[config.mk]
export PLATFORM = sky130hd
export DESIGN_NAME = pipe_ctrl
export DESIGN_NICKNAME = d
export VERILOG_FILES = /design/src/rtl/pipe_ctrl_pkg.sv /design/src/rtl/hazard_detect.sv /design/src/rtl/pipe_ctrl.sv
export SDC_FILE = /design/constraint.sdc
export NUM_CORES = 1
export LEC_CHECK = 0
export CAP_MARGIN = 10
export CORE_ASPECT_RATIO = 0.7
export CORE_MARGIN = 8
export CORE_UTILIZATION = 44
export CTS_CLUSTER_SIZE = 40
export DETAILED_ROUTE_END_ITERATION = 7
export PLACE_DENSITY = 0.8
export SLEW_MARGIN = 25
export SYNTH_ARGS = -nofsm -noshare
export SYNTH_HDL_FRONTEND = slang
export SYNTH_SLANG_ARGS = --single-unit
[constraint.sdc]
create_clock -name clk -period 2.6 [get_ports clk]
set_input_delay 0.65 -clock clk [delete_from_list [all_inputs] [get_ports clk]]
set_output_delay 0.65 -clock clk [all_outputs]
set_load 0.02 [all_outputs]
[src/rtl/pipe_ctrl_pkg.sv]
// pipe_ctrl_pkg: shared widths, memory FSM encoding and saturating-count helper.
package pipe_ctrl_pkg;
    localparam int REG_ADDR_LEN = 4;
    localparam int CNT_W = 16;
    typedef enum logic [1:0] {ST_RUN = 2'd0, ST_WAIT = 2'd1, ST_ERROR = 2'd2} mem_state_t;
    function automatic logic [CNT_W-1:0] sat_inc(input logic [CNT_W-1:0] v, input logic en);
        return (en && v != '1) ? v + 1'b1 : v;
    endfunction
endpackage

[src/rtl/hazard_detect.sv]
// hazard_detect: RAW hazard compare of ID sources against EX/MEM destinations.
// FORWARDING_EN defined: only EX load-use hazards stall; MEM results are forwarded.
module hazard_detect #(
    parameter int AW = pipe_ctrl_pkg::REG_ADDR_LEN
) (
    input  logic [AW-1:0] i_src1,
    input  logic [AW-1:0] i_src2,
    input  logic          i_two_src,
    input  logic          i_exe_wb_en,
    input  logic [AW-1:0] i_exe_dest,
    input  logic          i_exe_mem_r_en,
    input  logic          i_mem_wb_en,
    input  logic [AW-1:0] i_mem_dest,
    output logic          o_hit
);
    logic w_ex;
    logic w_mem;
    assign w_ex  = i_exe_wb_en && (i_src1 == i_exe_dest || (i_two_src && i_src2 == i_exe_dest));
    assign w_mem = i_mem_wb_en && (i_src1 == i_mem_dest || (i_two_src && i_src2 == i_mem_dest));
`ifdef FORWARDING_EN
    logic w_unused;
    assign w_unused = w_mem;
    assign o_hit = w_ex && i_exe_mem_r_en;
`else
    logic w_unused;
    assign w_unused = i_exe_mem_r_en;
    assign o_hit = w_ex || w_mem;
`endif
endmodule

[src/rtl/pipe_ctrl.sv]
// pipe_ctrl: pipeline hazard/flush/freeze control with SRAM wait FSM and stall/flush counters.
// Optional FORWARDING_EN macro restricts stalls to EX load-use hazards.
module pipe_ctrl #(
    parameter int REG_ADDR_LEN = pipe_ctrl_pkg::REG_ADDR_LEN,
    parameter int MEM_TIMEOUT  = 255
) (
    input  logic                    clk,
    input  logic                    rst,
    input  logic [REG_ADDR_LEN-1:0] src1,
    input  logic [REG_ADDR_LEN-1:0] src2,
    input  logic                    two_src,
    input  logic                    exe_wb_en,
    input  logic [REG_ADDR_LEN-1:0] exe_dest,
    input  logic                    exe_mem_r_en,
    input  logic                    mem_wb_en,
    input  logic [REG_ADDR_LEN-1:0] mem_dest,
    input  logic                    branch_taken,
    input  logic                    mem_req,
    input  logic                    sram_ready,
    output logic                    freeze_if,
    output logic                    bubble_id,
    output logic                    flush,
    output logic                    freeze_all,
    output logic                    mem_timeout,
    output logic [15:0]             stall_cnt,
    output logic [15:0]             flush_cnt
);
    import pipe_ctrl_pkg::*;
    localparam logic [7:0] TIMEOUT = 8'(MEM_TIMEOUT);
    logic             w_hit;
    logic             w_freeze_all;
    mem_state_t       r_state;
    logic [7:0]       r_wait_cnt;
    logic             r_mem_timeout;
    logic [CNT_W-1:0] r_stall_cnt;
    logic [CNT_W-1:0] r_flush_cnt;
    hazard_detect #(.AW(REG_ADDR_LEN)) u_hazard (
        .i_src1(src1), .i_src2(src2), .i_two_src(two_src),
        .i_exe_wb_en(exe_wb_en), .i_exe_dest(exe_dest), .i_exe_mem_r_en(exe_mem_r_en),
        .i_mem_wb_en(mem_wb_en), .i_mem_dest(mem_dest), .o_hit(w_hit)
    );
    // rst gating keeps every control output low while reset is held
    assign w_freeze_all = rst && (r_state == ST_ERROR || (mem_req && !sram_ready));
    assign freeze_all   = w_freeze_all;
    assign flush        = rst && branch_taken && !w_freeze_all;
    assign freeze_if    = rst && w_hit && !w_freeze_all && !branch_taken;
    assign bubble_id    = freeze_if;
    assign mem_timeout  = r_mem_timeout;
    assign stall_cnt    = r_stall_cnt;
    assign flush_cnt    = r_flush_cnt;
    always_ff @(posedge clk or negedge rst) begin
        if (!rst) begin
            r_state       <= ST_RUN;
            r_wait_cnt    <= '0;
            r_mem_timeout <= 1'b0;
            r_stall_cnt   <= '0;
            r_flush_cnt   <= '0;
        end else begin
            r_stall_cnt <= sat_inc(r_stall_cnt, freeze_if || w_freeze_all);
            r_flush_cnt <= sat_inc(r_flush_cnt, flush);
            case (r_state)
                ST_RUN: if (mem_req && !sram_ready) begin
                    r_state    <= ST_WAIT;
                    r_wait_cnt <= 8'd1;
                end
                ST_WAIT: if (sram_ready || !mem_req) begin
                    r_state    <= ST_RUN;
                    r_wait_cnt <= '0;
                end else if (r_wait_cnt == TIMEOUT) begin
                    r_state       <= ST_ERROR;
                    r_mem_timeout <= 1'b1;
                end else begin
                    r_wait_cnt <= r_wait_cnt + 8'd1;
                end
                default: r_state <= ST_ERROR;
            endcase
        end
    end
endmodule

-- Yosys cells after proc, flatten, opt, wreduce, memory -nomap -nowiden
Index checks and enable logic that the tools add are counted.
- latch bits: 0
- logic and storage cells: 57
- memories: 0
- register bits after elaboration: 43
- output and inout bits: 37
- input port bits: 25
- memory bits (read-only): 0
- memory bits (writable): 0
- div/mod/pow operators: 0
- magnitude comparators: 0
- add/subtract/negate cells: 3
- bitwise gates (word level): 1
- multiply operators: 0
- shifts and indexed selects: 0
- mux-type cells: 8
- reduce and logical (&&, ||, !) cells: 28
- equal/unequal tests: 12
- operators by type and width (cell ; number):
    16-bit by 1-bit adder with 16-bit output (second input constant) ; 2
    16-bit inequality test (second input constant) ; 2
    8-bit 2-to-1 mux ; 3
    4-bit equality test ; 4
    8-bit case mux with 2 select lines ; 1
    1-bit logical AND ; 13
    8-bit by 1-bit adder with 8-bit output (second input constant) ; 1
    8-bit equality test (second input constant) ; 1
    1-bit logical OR ; 6
    2-bit 2-to-1 mux ; 3
    3-bit inequality test (second input constant) ; 2
    3-bit AND reduction ; 2
    1-bit logical NOT ; 4
    2-bit case mux with 2 select lines ; 1
    2-bit by 1-bit equality test with 1-bit output (second input constant) ; 1
    2-bit equality test (second input constant) ; 1
    2-bit logical NOT ; 1
    2-bit inequality test (second input constant) ; 1
    2-bit AND reduction ; 1
    2-bit nonzero test ; 1
    1-bit inverter ; 1

-- Logic depth before layout (Yosys ltp)
Gate-level depths: netlist of the first run.
- depth in word-level cells: 10
- mapped depth: 9
- mapped depth without buffers: 8

-- Cells and area by module
From an unflattened synthesis of the first run, not the netlist that was laid out.
- cells, all modules: 241
- area total of the unflattened synthesis: 2407.3 um^2
- modules (own cells, without submodules) (module ; seq. area each (um^2) ; cells an instance ; times used ; area an instance (um^2)):
    pipe_ctrl ; 1076.0 ; 216 ; 1 ; 2218.4
    hazard_detect ; 0.0 ; 25 ; 1 ; 188.9

-- Worst setup path before layout of the first run
No wires, ideal clock.
- path kind: input to output
- start: in src2[1]
- end: out freeze_if
- data arrival time: 2.024 ns
- stages on the path: 7
- slack: -0.074 ns
- data required time: 1.950 ns
- path buffers: 2
- cells stage by stage: inv_1 a22o_1 a211oi_2 a22oi_1 a311oi_4 buf_6 buf_4
- longest elaborated chain between the ends: 8
- elaborated cells between the ends (all ways): 12
- classes of those cells: eq/ne: 2; reduce/logical: 10
- ends and longest elaborated chain (what ; line ; source):
    from (decl) ; pipe_ctrl.sv:10 ; input logic [REG_ADDR_LEN-1:0] src2,
    4-bit equality test, on equally long branches ; hazard_detect.sv:18, hazard_detect.sv:19 ;
    1-bit logical AND, on equally long branches ; hazard_detect.sv:18, hazard_detect.sv:19 ;
    1-bit logical OR, on equally long branches ; hazard_detect.sv:18, hazard_detect.sv:19 ;
    1-bit logical AND, on equally long branches ; hazard_detect.sv:18, hazard_detect.sv:19 ;
    1-bit logical OR (*) ; hazard_detect.sv:27 ; assign o_hit = w_ex || w_mem;
    1-bit logical AND (*) (3 in series) ; pipe_ctrl.sv:46 ; assign freeze_if = rst && w_hit && !w_freeze_all && !branch_taken;
    to (decl) ; pipe_ctrl.sv:20 ; output logic freeze_if,
Mark *: on every way between the ends. The rest lies on a longest branch, timed or not.

-- Worst setup path in the final report of the first run
- start: in src2[2]
- end: out freeze_if
Same word-level chain as after synthesis.

==> flow_summary_export.csv, run 1 <==
group,metric,value,unit
worst_setup_path,reg2reg_slack,0.56,ns
grt,grt_pass1_wl,9798,µm
worst_setup_path,endpoint_kind,"output pin",
sta,period_share,97.09,%
yosys,netlist_area,2351,µm²
min_path,hp-class,"in2async",
grt,grt_max_degree,23,
cells_and_area,fin_util,62.12,%
cells_and_area,antenna_cells,0,
grt,grt_use_total,15.24,%
power_and_ir_drop,ir_worst_vdd,0.4774,mV
placed_design,port_buffers,60,
grt,grt_pass1_vias,2026,
yosys,yosysWarnings,0,
sta,hold_viol_final,0,
cells_and_area,syn_to_final_growth,37.47,%
yosys,syn_nets,265,
sta,period_needed,2.524,ns
sta,whs,0.4175,ns
clock_network,cts_sinks,43,
floorplan,core_area,5202,µm²
worst_setup_path,worstPathMaxFanout,4,
worst_setup_path,crit_type,"in2out",
sta,setup_ws,0.07579,ns
placed_design,place_congestion,0.8898,
yosys,yosys.area.top_type,"dfrtp_1",
detailed_routing,wl,5710,µm
sta,rsz0062_at_grt,"false",
grt,grt_overflow,0,
detailed_routing,remaining_drc_errors,0,
worst_setup_path,cp_data_arrival_time,1.87,ns
status,status,"finished, final reports clean",
power_and_ir_drop,power_leakage,1.436,nW
clock_network,clk_pin_slew,0.08,ns
worst_setup_path,reg2reg_from,"flush_cnt[4]$_DFFE_PN0P_",
floorplan,io_pins,62,
placed_design,post-place-ws,-0.8411,ns
detailed_routing,post_drt_wl_per_cell,14.57,µm
floorplan,die_x,103.4,µm
sta,tightest_slew,0.4030,ns
yosys,synth_top_area_share,45.77,%
power_and_ir_drop,p_total,1.773,mW
yosys,syn-instance-count,237,
detailed_routing,ant_nets,0,
yosys,synth_flop_cell,"dfrtp_1",
yosys,synth_commonest_cells,"dfrtp_1, xnor2_1, nand2_1, nand3_1, and3_1",
clock_network,cts_hold_buf,0,
detailed_routing,viasPerCell,5.191,
yosys,ys_seq_area_share,45.77,%
clock_network,ctsLongestPathBuffers,2,
sta,setup_viol,0,
clock_network,cts.htree.levels,2,
power_and_ir_drop,power_density,548.6,nW/µm²
placed_design,placedCellCount,385,
grt,antenna_found_initial,0,
detailed_routing,vias,2035,
yosys,ys_async_sr_fraction,100.0,%
detailed_routing,drt_pass1_iterations,5,
cells_and_area,drive_above_1_share,20.00,%
placed_design,hpwl,4485,µm
worst_setup_path,ff2ff_path_depth,7,
worst_setup_path,r2r_end,"flush_cnt[7]$_DFFE_PN0P_",
cells_and_area,postLayoutCellArea,3232,µm²
cells_and_area,layout.cells.non_filler,392,
sta,drv_slew,0,
job,max_cap_violations,0,
clock_network,clk_latency,0.29,ns
yosys,synth_area_per_cell,9.920,µm²
worst_setup_path,critPathRequiredTime,1.95,ns
yosys,ys_types,41,
yosys,synth_area_leaders,"dfrtp_1, xnor2_1, and3_1, nand3_1, xor2_1",
yosys,synth_edf_count,0,
cells_and_area,fin_nets,349,
clock_network,clockRootBuffer,"clkbuf_8",
clock_network,cts_tree,"done",
worst_setup_path,start_kind,"input pin",
sta,clock.fmax,396.2,MHz
clock_network,cts_buffers,5,
yosys,ys_ff_latch,43,
sta,finalSetupTns,0,ns
placed_design,postPlaceCellArea,3169,µm²
floorplan,rows,22,
floorplan,die_h,77.16,µm
sta,fin_skew,0.01195,ns
detailed_routing,drtIter0Drc,71,
floorplan,die_area,7975,µm²
sta,slew_headroom,73.13,%
yosys,yosysMostFrequentCell,"dfrtp_1",
floorplan,start_util,45.19,%
state kept, by name, summed over array words and instances (netlist names):
signal and count:
r_state 2, flush_cnt 16, r_wait_cnt 8, mem_timeout 1
stall_cnt 16
worst max path at each step:
stage                endpoint  slack (ns)   startpoint  depth (start not counted)
floorplan           freeze_if        0.01      src2[1]                          7
global route        freeze_if       0.004      src2[2]                          9
global placement    bubble_id       -0.82      src2[1]                          7
CTS                 freeze_if       0.001  exe_dest[2]                          7
finish              freeze_if        0.08      src2[2]                          9
detailed placement  freeze_if       -0.84      src1[2]                          6
critical path, stage by stage:
cell and delay, ns:
dlygate4sd2_1 0.24, inv_2 0.07, buf_6 0.10, o22ai_2 0.08, nor2_2 0.12, a22oi_2 0.10, a311oi_4 0.24, buf_6 0.16
buf_6 0.11
final cells by class:
class,instances,area [µm²]
Fill cell,436,1971
Multi-Input combinational cell,182,1256
Sequential cell,43,1076
Timing Repair Buffer,84,718.2
Tap cell,72,90.09
Clock buffer,6,72.57
Inverter,5,18.77
where the power goes:
part	switching (mW)	internal (mW)	leakage (nW)
logic	0.260	0.273	0.818
registers	0.105	0.751	0.580
clock network	0.206	0.179	0.0371
total	0.570	1.20	1.44
metal layers:
layer  part of all wire [%]  wire length, µm  track usage [%]
met1                     50             2842            21.57
met2                     43             2448            21.33
met3                    6.8              386            5.500
met4                   0.58               33            3.309
met5                      0                0                0
cells in the final DEF, fill, tap and decap left out, types with 2 or more instances in the layout:
cell | Yosys | final
buf_6 | 1 | 4
o21ai_1 | 1 | 2
buf_2 | 2 | 2
nand2_1 | 20 | 20
nand4_1 | 2 | 2
and4_1 | 2 | 2
o21ai_0 | 15 | 14
mux2_2 | 2 | 2
and3_1 | 17 | 17
o211ai_1 | 9 | 9
o22ai_1 | 3 | 2
xnor2_1 | 26 | 25
inv_2 | 0 | 3
a21oi_1 | 6 | 5
ha_1 | 3 | 3
o21bai_1 | 2 | 2
buf_4 | 1 | 22
nand3_1 | 18 | 18
o2111ai_1 | 2 | 2
clkdlybuf4s50_1 | 0 | 34
nand2b_1 | 2 | 2
clkdlybuf4s15_1 | 0 | 3
clkbuf_2 | 0 | 11
clkbuf_8 | 0 | 5
nor2_1 | 14 | 13
xor2_1 | 10 | 10
mux2_1 | 2 | 2
o21a_1 | 2 | 2
inv_1 | 5 | 2
nor3_1 | 7 | 6
and2_1 | 3 | 3
dfrtp_1 | 43 | 43
dlygate4sd2_1 | 0 | 7
timing repair:
action	CTS	global route
gates resized for setup	58	22
pin swaps	12	12
buffers inserted	1	0
setup endpoints to repair	4	2
cells by family after synthesis:
kind of cell	count (synthesis)	synth area share [%]
mux	4	1.916
xor+xnor	36	13.41
buf+inv	12	2.501
simple gates	89	19.37
fa+ha+maj	3	1.597
flops	43	45.77
compound gates	50	15.43
(Power assumes the default switching activity.)
==> run 2, diff against run 1 <==
--- a/config.mk
+++ b/config.mk
@@ -8,10 +8,10 @@
 export CAP_MARGIN = 10
 export CORE_ASPECT_RATIO = 0.7
 export CORE_MARGIN = 8
-export CORE_UTILIZATION = 44
+export CORE_UTILIZATION = 30
 export CTS_CLUSTER_SIZE = 40
 export DETAILED_ROUTE_END_ITERATION = 7
-export PLACE_DENSITY = 0.8
+export PLACE_DENSITY = 0.6
 export SLEW_MARGIN = 25
 export SYNTH_ARGS = -nofsm -noshare
 export SYNTH_HDL_FRONTEND = slang
==> run 2 against run 1 <==
Net effect:
- clock-buffer cell count decreased by 1
- clock skew decreased by 0.00091 ns
- sequential power about the same
- clock power increased by 36%
- critical path depth decreased by 3
- power increased by 8.8%
- sequential cell count unchanged
- wire length increased by 6.5%
- sequential share of layout area decreased by 1.1 points
- utilization decreased by 19 points
- largest cell class unchanged
==> flow_summary_export.csv, run 2 (synthesized netlist as in run 1, its figures left out) <==
group,metric,value,unit
sta,slew_headroom,72.15,%
grt,grt_max_degree,17,
worst_setup_path,worstPathMaxFanout,3,
cells_and_area,fin_nets,352,
floorplan,start_util,30.39,%
grt,grt_pass1_wl,10270,µm
cells_and_area,regArea,1076,µm²
worst_setup_path,crit_type,"in2out",
sta,period_share,98.70,%
floorplan,die_h,90.07,µm
sta,clock.fmax,389.7,MHz
worst_setup_path,reg2reg_from,"stall_cnt[0]$_DFFE_PN0P_",
clock_network,clockRootBuffer,"clkbuf_8",
worst_setup_path,crit_chain,"clkdlybuf4s15_2 > xor2_1 > nor3_1 > nand3_1 > a311oi_4 > buf_6",
placed_design,hpwl,4685,µm
placed_design,placedCellCount,416,
sta,hold_viol_final,0,
sta,period_needed,2.566,ns
cells_and_area,layout_commonest_cell,"dfrtp_1",
power_and_ir_drop,p_total,1.929,mW
detailed_routing,drtIter0Drc,96,
clock_network,cts.htree.levels,2,
detailed_routing,wl_met3,610,µm
cells_and_area,drive_above_1_share,22.77,%
grt,antenna_found_initial,0,
worst_setup_path,r2r_end,"stall_cnt[9]$_DFFE_PN0P_",
floorplan,rows,27,
clock_network,clk_pin_slew,0.09,ns
cells_and_area,multiInputGateArea,1260,µm²
worst_setup_path,start_kind,"input pin",
floorplan,io_pins,62,
sta,rsz0062_at_grt,"true",
clock_network,cts_sinks,43,
clock_network,cts_hold_buf,0,
worst_setup_path,reg2reg_slack,0.57,ns
detailed_routing,top_layer,"met4",
detailed_routing,wl,6079,µm
sta,setup_ws,0.03375,ns
cells_and_area,layout.cells.non_filler,426,
floorplan,die_area,10970,µm²
floorplan,core_area,7736,µm²
worst_setup_path,crit_family,"compound AO/OA/AOI/OAI gates",
detailed_routing,wl_met1,2955,µm
cells_and_area,syn_to_final_growth,42.36,%
placed_design,port_buffers,60,
power_and_ir_drop,power_leakage,1.469,nW
worst_setup_path,crit_buf_inv,2,
worst_setup_path,endpoint_kind,"output pin",
sta,setup_viol,0,
worst_setup_path,cp_data_arrival_time,1.92,ns
worst_setup_path,critPathRequiredTime,1.95,ns
clock_network,cts_buffers,5,
grt,grt_pass1_vias,2109,
cells_and_area,antenna_cells,0,
power_and_ir_drop,ir_worst_vdd,0.4595,mV
placed_design,place_congestion,0.8327,
clock_network,clk_latency,0.30,ns
detailed_routing,viasPerCell,4.854,
power_and_ir_drop,power_density,576.4,nW/µm²
grt,grt_overflow,0,
cells_and_area,fin_util,43.26,%
worst_setup_path,crit_slowest_cell,"a311oi_4",
min_path,hp-class,"in2async",
worst_setup_path,startpoint,"src1[2]",
sta,fin_skew,0.01104,ns
cells_and_area,num-fill-cells,756,
placed_design,post-place-ws,-0.8201,ns
worst_setup_path,ff2ff_path_depth,7,
placed_design,postPlaceCellArea,3221,µm²
detailed_routing,vias,2068,
detailed_routing,remaining_drc_errors,0,
grt,grt_use_total,11.37,%
clock_network,cts_tree,"done",
sta,tightest_slew,0.4178,ns
clock_network,ctsLongestPathBuffers,2,
cells_and_area,postLayoutCellArea,3347,µm²
status,status,"finished, final reports clean",
detailed_routing,ant_nets,0,
sta,drv_slew,0,
detailed_routing,post_drt_wl_per_cell,14.27,µm
worst_setup_path,crit_path_max_incr_delay,0.45,ns
job,max_cap_violations,0,
floorplan,die_x,121.8,µm
detailed_routing,drt_pass1_iterations,4,
cells_and_area,final_cell_mix,"dfrtp_1, clkdlybuf4s50_1, buf_4",
detailed_routing,routed-wl-met2,2436,µm
==> run 2: cell count changes in the layout (fill, tap and decap cells not counted), sizes merged <==
| cell | previous run | this run |
|---|---|---|
| clkbuf | 17 | 10 |
| buf | 28 | 38 |
| bufinv | 0 | 1 |
| dlygate4sd2 | 7 | 6 |
| clkinv | 0 | 2 |
==> run 2: worst max-delay path by stage <==
stage / endpoint / slack (ns) / cells past startpoint
after floorplan: freeze_if / 0.01 / 7
after global routing: freeze_if / -0.03 / 7
after CTS: bubble_id / 0.002 / 6
after detailed placement: freeze_if / -0.82 / 6
final: bubble_id / 0.03 / 6
after global placement: bubble_id / -0.80 / 7
==> run 2: through the flow <==
step | hold WS (ns) | setup TNS (ns)
after floorplan | 0.3544 | 0
after global placement | 0.4650 | -5.654
after detailed placement | 0.4830 | -6.319
after CTS | 0.3103 | 0
after global routing | 0.3157 | -0.05665
final | 0.3107 | 0
==> run 2: final cells by class <==
class | count | share of cell area, %
Clock buffer | 5 | 2.056
Clock inverter | 3 | 1.308
Inverter | 5 | 0.6355
Multi-Input combinational cell | 182 | 37.64
Sequential cell | 43 | 32.15
Tap cell | 101 | 3.776
Timing Repair Buffer | 87 | 22.43
==> run 2: repair_timing <==
item / in CTS / in global routing
gates resized for setup: 79 / 17
endpoints found under the setup margin: 5 / 2
buffers inserted: 2 / 0
hold endpoints to repair: 0 / 0
pin swaps: 14 / 7
==> run 2: power breakdown <==
part	switching (mW)	total, mW	internal [mW]
clock network	0.238	0.524	0.286
logic	0.266	0.547	0.281
registers	0.108	0.858	0.750
==> run 2: worst reg2reg max path, cell delays in order, from the launching register on <==
cell      delay, ns
dfrtp_1        0.43
ha_1           0.25
and3_1         0.22
and2_1         0.17
a21oi_1        0.37
and3_1         0.22
o211ai_1       0.11
xnor2_1        0.15
==> run 2: layer usage <==
metal / GRT usage, % / up-vias
li1: - / 1023
met1: 15.49 / 967
met2: 15.62 / 68
met3: 5.184 / 10
met4: 3.173 / 0
met5: 0 / -
==> run 3, diff against run 2 <==
--- a/config.mk
+++ b/config.mk
@@ -11,6 +11,7 @@
 export CORE_UTILIZATION = 30
 export CTS_CLUSTER_SIZE = 40
 export DETAILED_ROUTE_END_ITERATION = 7
+export GPL_TIMING_DRIVEN = 0
 export PLACE_DENSITY = 0.6
 export SLEW_MARGIN = 25
 export SYNTH_ARGS = -nofsm -noshare
==> run 3 against run 2 <==
Net effect:
- the run now ends with negative setup slack left
- wire length down 1.2%
- power fell by 1.9%
- final area is 3.1% lower
- largest power group unchanged
- sequential share of layout area is 1.0 points higher
- critical path depth grew 2
- die area stayed put
- via count fell by 3.4%
- worst setup slack got worse by 0.040 ns
- final cell count shrank 3.8%
- critical path type unchanged
==> flow_summary_export.csv, run 3 (synthesized netlist as in run 1, its figures left out) <==
group,metric,value,unit
cells_and_area,antenna_cells,0,
worst_setup_path,reg2reg_slack,0.15,ns
detailed_routing,wl,6007,µm
cells_and_area,drive_above_1_share,17.80,%
worst_setup_path,ff2ff_path_depth,7,
clock_network,cts_sinks,43,
detailed_routing,ant_nets,0,
sta,rsz0062_at_grt,"true",
worst_setup_path,endpoint_kind,"output pin",
cells_and_area,num-fill-cells,789,
cells_and_area,layout.cells.non_filler,410,
status,violations,"negative setup slack",
cells_and_area,final_cell_mix,"dfrtp_1, clkdlybuf4s50_1, xnor2_1",
sta,drv_slew,0,
sta,hold_viol_final,0,
floorplan,start_util,30.39,%
placed_design,hpwl,4433,µm
worst_setup_path,crit_buf_inv,4,
clock_network,ctsLongestPathBuffers,2,
worst_setup_path,start_kind,"input pin",
placed_design,place_congestion,0.7405,
worst_setup_path,crit_path_frequent_cell,"buf_6",
worst_setup_path,crit_type,"in2out",
worst_setup_path,worstPathMaxFanout,3,
power_and_ir_drop,power_leakage,1.393,nW
detailed_routing,drtIter0Drc,104,
floorplan,core_area,7736,µm²
clock_network,cts_tree,"done",
detailed_routing,viasPerCell,4.871,
clock_network,cts_buffers,5,
power_and_ir_drop,power_density,583.7,nW/µm²
clock_network,cts_hold_buf,0,
floorplan,io_pins,62,
sta,finalSetupTns,-0.006711,ns
placed_design,port_buffers,60,
sta,period_needed,2.607,ns
sta,fin_skew,0.01057,ns
floorplan,die_h,90.07,µm
detailed_routing,post_drt_wl_per_cell,14.65,µm
power_and_ir_drop,p_total,1.892,mW
placed_design,post-place-ws,-1.274,ns
detailed_routing,remaining_drc_errors,0,
clock_network,clockRootBuffer,"clkbuf_8",
sta,tightest_slew,0.8169,ns
sta,setup_ws,-0.006711,ns
grt,grt_use_total,11.19,%
placed_design,placedCellCount,398,
clock_network,cts.htree.levels,2,
detailed_routing,vias,1997,
worst_setup_path,crit_path_max_incr_delay,0.36,ns
worst_setup_path,crit_family,"buffers and inverters",
worst_setup_path,reg2reg_from,"r_wait_cnt[0]$_DFFE_PN0P_",
cells_and_area,syn_to_final_growth,37.89,%
cells_and_area,layout_commonest_cell,"dfrtp_1",
floorplan,die_x,121.8,µm
sta,clock.fmax,383.6,MHz
job,max_cap_violations,0,
cells_and_area,postLayoutCellArea,3242,µm²
detailed_routing,drt_pass1_iterations,4,
clock_network,clk_pin_slew,0.08,ns
sta,period_share,100.3,%
sta,whs,0.2295,ns
grt,antenna_found_initial,0,
grt,grt_overflow,0,
cells_and_area,fin_nets,337,
placed_design,postPlaceCellArea,3075,µm²
grt,grt_max_degree,47,
worst_setup_path,cp_data_arrival_time,1.96,ns
clock_network,clk_latency,0.29,ns
sta,slew_headroom,44.97,%
floorplan,rows,27,
grt,grt_pass1_vias,2061,
min_path,hp-class,"in2async",
worst_setup_path,crit_chain,"buf_6 > xor2_1 > nor3_2 > nand3_2 > a311oi_4 > buf_6 > buf_6 > buf_6",
status,status,"complete, but fails checks",
sta,setup_viol,1,
floorplan,die_area,10970,µm²
worst_setup_path,critPathRequiredTime,1.95,ns
cells_and_area,fin_util,41.91,%
power_and_ir_drop,ir_worst_vdd,0.5403,mV
worst_setup_path,crit_slowest_cell,"a311oi_4",
worst_setup_path,r2r_end,"r_wait_cnt[4]$_DFFE_PN0P_",
grt,grt_pass1_wl,10280,µm
[run 3: worst max path at each step]
stage,startpoint,endpoint,slack (ns),cells after the start
3_5_place_dp,mem_dest[2],freeze_if,-1.27,8
5_1_grt,mem_dest[1],freeze_if,-0.06,8
2_1_floorplan,src2[1],freeze_if,0.01,7
4_1_cts,src1[0],freeze_if,-0.003,8
6_report,mem_dest[1],freeze_if,-0.007,8
3_3_place_gp,rst,freeze_if,-2.50,6
[run 3: cell type report]
type / instances / area (µm²) / area share, %
multi-input cells: 182 / 1262 / 38.94
flip-flops and latches: 43 / 1076 / 33.19
repair buffers: 66 / 611.8 / 18.87
well taps: 101 / 126.4 / 3.898
clock buffers: 6 / 72.57 / 2.239
plain buffers: 6 / 43.79 / 1.351
clock inverters: 1 / 30.03 / 0.9263
inverters: 5 / 18.77 / 0.5789
[run 3: power by group]
group | switching, mW | internal, mW
Clock | 0.225 | 0.282
Sequential | 0.107 | 0.750
Combinational | 0.261 | 0.267
Total | 0.593 | 1.30
[run 3: timing repair]
action                                  4_1_cts  5_1_grt
endpoints found under the hold margin         0        0
pin swaps                                    18        3
endpoints found under the setup margin        6        4
setup buffers                                 6        0
gates resized for setup                     106        7
[run 3: layer usage]
metal | wire length, µm | track usage [%] | share of wire, %
met1 | 2838 | 15.15 | 47
met2 | 2474 | 15.34 | 41
met3 | 650 | 5.934 | 11
met4 | 44 | 2.047 | 0.73
met5 | 0 | 0 | 0
==> variant 1 (flow settings as in run 1) <==
The package constant `REG_ADDR_LEN` goes from 4 to 2.
--- a/src/rtl/pipe_ctrl_pkg.sv
+++ b/src/rtl/pipe_ctrl_pkg.sv
@@ -1,6 +1,6 @@
 // pipe_ctrl_pkg: shared widths, memory FSM encoding and saturating-count helper.
 package pipe_ctrl_pkg;
-    localparam int REG_ADDR_LEN = 4;
+    localparam int REG_ADDR_LEN = 2;
     localparam int CNT_W = 16;
     typedef enum logic [1:0] {ST_RUN = 2'd0, ST_WAIT = 2'd1, ST_ERROR = 2'd2} mem_state_t;
     function automatic logic [CNT_W-1:0] sat_inc(input logic [CNT_W-1:0] v, input logic en);
Interface: changed (resized exe_dest, mem_dest, src1 and src2); port bits go from 62 to 54. The function was not compared with the original's and may differ.
==> variant 1 against run 1 <==
Sequential power up 4.3%. Die area fell by 3.1%. Sequential cell count unchanged. Area after synthesis shrank 3.8%. Routed wire length decreased by 10%. Non-clock buffer count shrank 21. Sequential share of layout area grew 2.5 points. Global-route usage fell by 1.5 points. Power increased by 8.4%. Utilization is 0.32 points lower. Clock power rose by 10%. Cell area down 7.0%. Worst setup slack got worse by 0.0050 ns. Largest cell class unchanged.
==> variant 1: results (changes against run 1) <==
status -> complete, no violations
Max FO, Critical Path -> 2 (-2)
Synth Warn # -> 0 (unchanged)
Hold Path Class -> primary input to async pin
RD Place Congestion -> 0.837 (-6.0%)
count of cell types in the netlist -> 43 (+4.9%)
syn nets -> 235 (-11%)
sequential share of the synthesized area -> 47.6% (+1.8 points)
net total in the final layout -> 301 (-14%)
Total GRT Usage -> 13.8% (-1.5 points)
R2R Path End -> stall_cnt[3]$_DFFE_PN0P_
Pre-antenna DRT Iters -> 4 (-1)
top cells by area, synth -> dfrtp_1 (48%), xnor2_1 (7.0%), xor2_1 (6.6%), nand3_1 (3.8%), nor2_1 (2.8%)
worst-margin pin slew -> 0.454 ns (+0.0514 ns)
CP max-delay cell -> clkdlybuf4s50_1
first-pass GRT wire length -> 8560 um (-13%)
Worst EP arrival -> 1.88 ns
layout cells sized above 1 -> 13.8% (-6.2 points)
CTS Buf Count -> 5 (unchanged)
maximum VDD drop -> 433 uV (-9.2%)
largest net degree at the start of global routing -> 29 (+26%)
H-tree levels -> 2 (unchanged)
worst skew pair latency -> 0.30 ns
reg2reg start -> stall_cnt[1]$_DFFE_PN0P_
Reg2Reg Setup Slack -> 0.54 ns (-0.02 ns)
1st-iter DRT viols -> 90 (+27%)
crit-path max cell delay -> 0.51 ns (+0.27 ns)
Static Leak -> 1.29 nW (-10%)
Commonest cells post-synth -> dfrtp_1 (43), xnor2_1 (18), nand3_1 (17), nor2_1 (17), xor2_1 (17)
port buffer count -> 52 (-13%)
Primary FF master, synth -> dfrtp_1
asr flop ratio synth -> 100% (unchanged)
Hold WS -> 0.358 ns (-0.0598 ns)
WL final -> 5120 um (-10%)
initial antenna violation count -> 0 (unchanged)
root buf cell -> clkbuf_8
ant diodes -> 0 (unchanged)
DPL Wire Length -> 4040 um (-10%)
Worst Skew -> 0.00614 ns (-0.00581 ns)
R2R cell count -> 7 (unchanged)
number of enable flip-flop cells after synthesis -> 0 (unchanged)
vias in the first global route -> 1824 (-10%)
Clock Path Buffers -> 2 (unchanged)
clk slew on worst S/H paths -> 0.08 ns (about the same)
via count -> 1860 (-8.6%)
[variant 1: per-layer routing]
| layer | GRT usage [%] | part of all wire (%) |
|---|---|---|
| met1 | 17.0 | 46 |
| met2 | 21.1 | 44 |
| met3 | 4.47 | 7.7 |
| met4 | 6.37 | 2.1 |
| met5 | 0 | 0 |
[variant 1: critical path: cells and delay by family]
family,cells,cell delay [ns]
buffers and inverters,2,0.67
AND/OR/NAND/NOR,3,0.40
XOR/XNOR,1,0.14
[variant 1: per-stage QoR]
stage / setup TNS (ns) / worst slack (ns) / cell area [um2] / instances
after floorplan: 0 / 0.354 / 2260 / 215
after global placement: -2.63 / -0.418 / 2910 / 342
after detailed placement: -3.23 / -0.447 / 2910 / 342
after CTS: -0.312 / -0.156 / 2990 / 350
after global routing: -0.0781 / -0.0415 / 3000 / 351
final: 0 / 0.0708 / 3000 / 351
[variant 1: worst max path at each step]
stage | startpoint | endpoint | slack, ns | cells after the start
floorplan | src2[0] | freeze_if | 0.35 | 5
global placement | mem_dest[0] | freeze_if | -0.42 | 6
detailed placement | exe_dest[1] | bubble_id | -0.45 | 6
CTS | exe_dest[1] | bubble_id | -0.16 | 6
global route | exe_dest[0] | bubble_id | -0.04 | 6
finish | src1[0] | bubble_id | 0.07 | 6
[variant 1: power by group]
part | switching [mW] | internal [mW]
sequential | 0.128 | 0.763
clock | 0.236 | 0.188
combinational | 0.306 | 0.300
total | 0.670 | 1.25
[variant 1: logic make-up (layout without fill, tap and decap cells)]
kind of cell	count (synthesis)	after routing	share of synthesized area, %
AOI/OAI and AO/OA	31	31	8.85
xor gates and xnor gates	35	35	13.6
adders and majority gates	3	3	1.66
buffers and inverters	8	75	1.99
DFF	43	43	47.6
muxes	2	2	0.996
and+or+nand+nor	93	93	25.4
[variant 1: cell type report]
cell class	count	area, um2
clock buffers	6	72.6
fillers	393	1860
repair buffers	63	593
clock inverters	2	12.5
well taps	69	86.3
inverters	4	15.0
multi-input cells	164	1150
flip-flops and latches	43	1080
[variant 1: what timing repair did]
item / 4_1_cts / 5_1_grt
pin swaps: 0 / 1
resized for setup: 6 / 12
gates cloned: 0 / 0
endpoints found under the setup margin: 4 / 7
hold buffers: 0 / 0
buffers inserted: 0 / 1
==> variant 2 (config.mk and constraints of run 1) <==
Made on the original files. Register the output `flush_cnt` once more, cleared by the reset; this adds one clock of latency there. The other outputs are not delayed to match.
--- a/src/rtl/pipe_ctrl.sv
+++ b/src/rtl/pipe_ctrl.sv
@@ -47,7 +47,13 @@
     assign bubble_id    = freeze_if;
     assign mem_timeout  = r_mem_timeout;
     assign stall_cnt    = r_stall_cnt;
-    assign flush_cnt    = r_flush_cnt;
+    always_ff @(posedge clk or negedge rst) begin
+        if (!rst) begin
+            flush_cnt <= '0;
+        end else begin
+            flush_cnt <= r_flush_cnt;
+        end
+    end
     always_ff @(posedge clk or negedge rst) begin
         if (!rst) begin
             r_state       <= ST_RUN;
Check against the original RTL: not equivalent (Yosys sat finds a counterexample within 4 cycles, from zero or initial values and one cycle with rst low).
==> variant 2 against run 1 <==
Via count grew 6.5%. Sequential power increased by 35%. Combinational power up 9.6%. Critical path depth shrank 3. Register-to-register slack got worse by 0.22 ns. Power increased by 44%. Count of clock-buffer cells in the layout up 3. Worst setup slack got worse by 0.025 ns. Routed wire length increased by 8.4%. Sequential cell count is 16 higher. Area after synthesis increased by 14%. Cell area increased by 15%. Critical path type unchanged. Largest power group unchanged.
==> variant 2: results (changes against run 1) <==
Register Area -> 1480 um2 (+37%)
syn nets -> 271 (+2.3%)
Clock Sink Count -> 59 (+37%)
Static Leak -> 1.73 nW (+21%)
dpl cells -> 397 (+3.1%)
post-DR vias/cell -> 5.22 (+0.58%)
worst-margin pin slew -> 0.593 ns (+0.190 ns)
DPL Wire Length -> 4650 um (+3.8%)
min Tclk post-route -> 2.55 ns (+0.0248 ns)
part of the power in registers -> 44.9% (-3.3 points)
critical path launch point -> src1[1]
placement-stage cell area -> 3510 um2 (+11%)
CTS Buf Count -> 9 (+4)
largest net degree at the start of global routing -> 50 (+120%)
maximum VDD drop -> 290 uV (-39%)
reg2reg start -> stall_cnt[10]$_DFFE_PN0P_
multi-input gates -> 171 (-6.0%)
status -> complete, no violations
RD Place Congestion -> 0.796 (-11%)
Fillers -> 483 (+11%)
net total in the final layout -> 363 (+4.0%)
Finished Layout Cells -> 415 (+5.9%)
CP max-delay cell -> a311oi_2
vias in the first global route -> 2192 (+8.2%)
Worst EP arrival -> 1.90 ns (+0.03 ns)
crit-path max cell delay -> 0.40 ns (+0.16 ns)
top cells by area, synth -> dfrtp_1 (55%), xor2_1 (7.2%), xnor2_1 (6.9%), nand3_1 (3.9%), nor2_1 (2.5%)
critical path capture point -> bubble_id
Max FO, Critical Path -> 3 (-1)
variant 2: kinds of logic (layout without fill, tap and decap cells):
group                    count (synthesis)  after routing  share of synthesized area [%]
AO/OA/AOI/OAI                           24             24                           6.56
adder cells (fa/ha/maj)                  3              3                           1.41
AND/OR/NAND/NOR                         97             97                           18.6
flip-flops                              59             59                           55.3
XOR/XNOR                                43             43                           14.1
multiplexers                             4              4                           1.64
buffers and inverters                   13            110                           2.44
variant 2: metal layers:
layer,track usage [%],vias to the layer above,part of all wire (%)
li1,-,1031,-
met1,18.7,1057,45
met2,21.7,69,44
met3,7.51,8,10
met4,3.27,2,0.76
met5,0,-,0.21
variant 2: what timing repair did:
item                       in CTS  in global routing
setup endpoints to repair      14                  7
pin swaps                      12                 10
resized for setup              71                 15
buffers inserted                2                  0
variant 2: worst max-delay path: cells and delay by family:
kind	cells	cell delay [ns]
AO/OA/AOI/OAI	1	0.40
AND/OR/NAND/NOR	2	0.33
buffers and inverters	2	0.33
XOR/XNOR	1	0.17
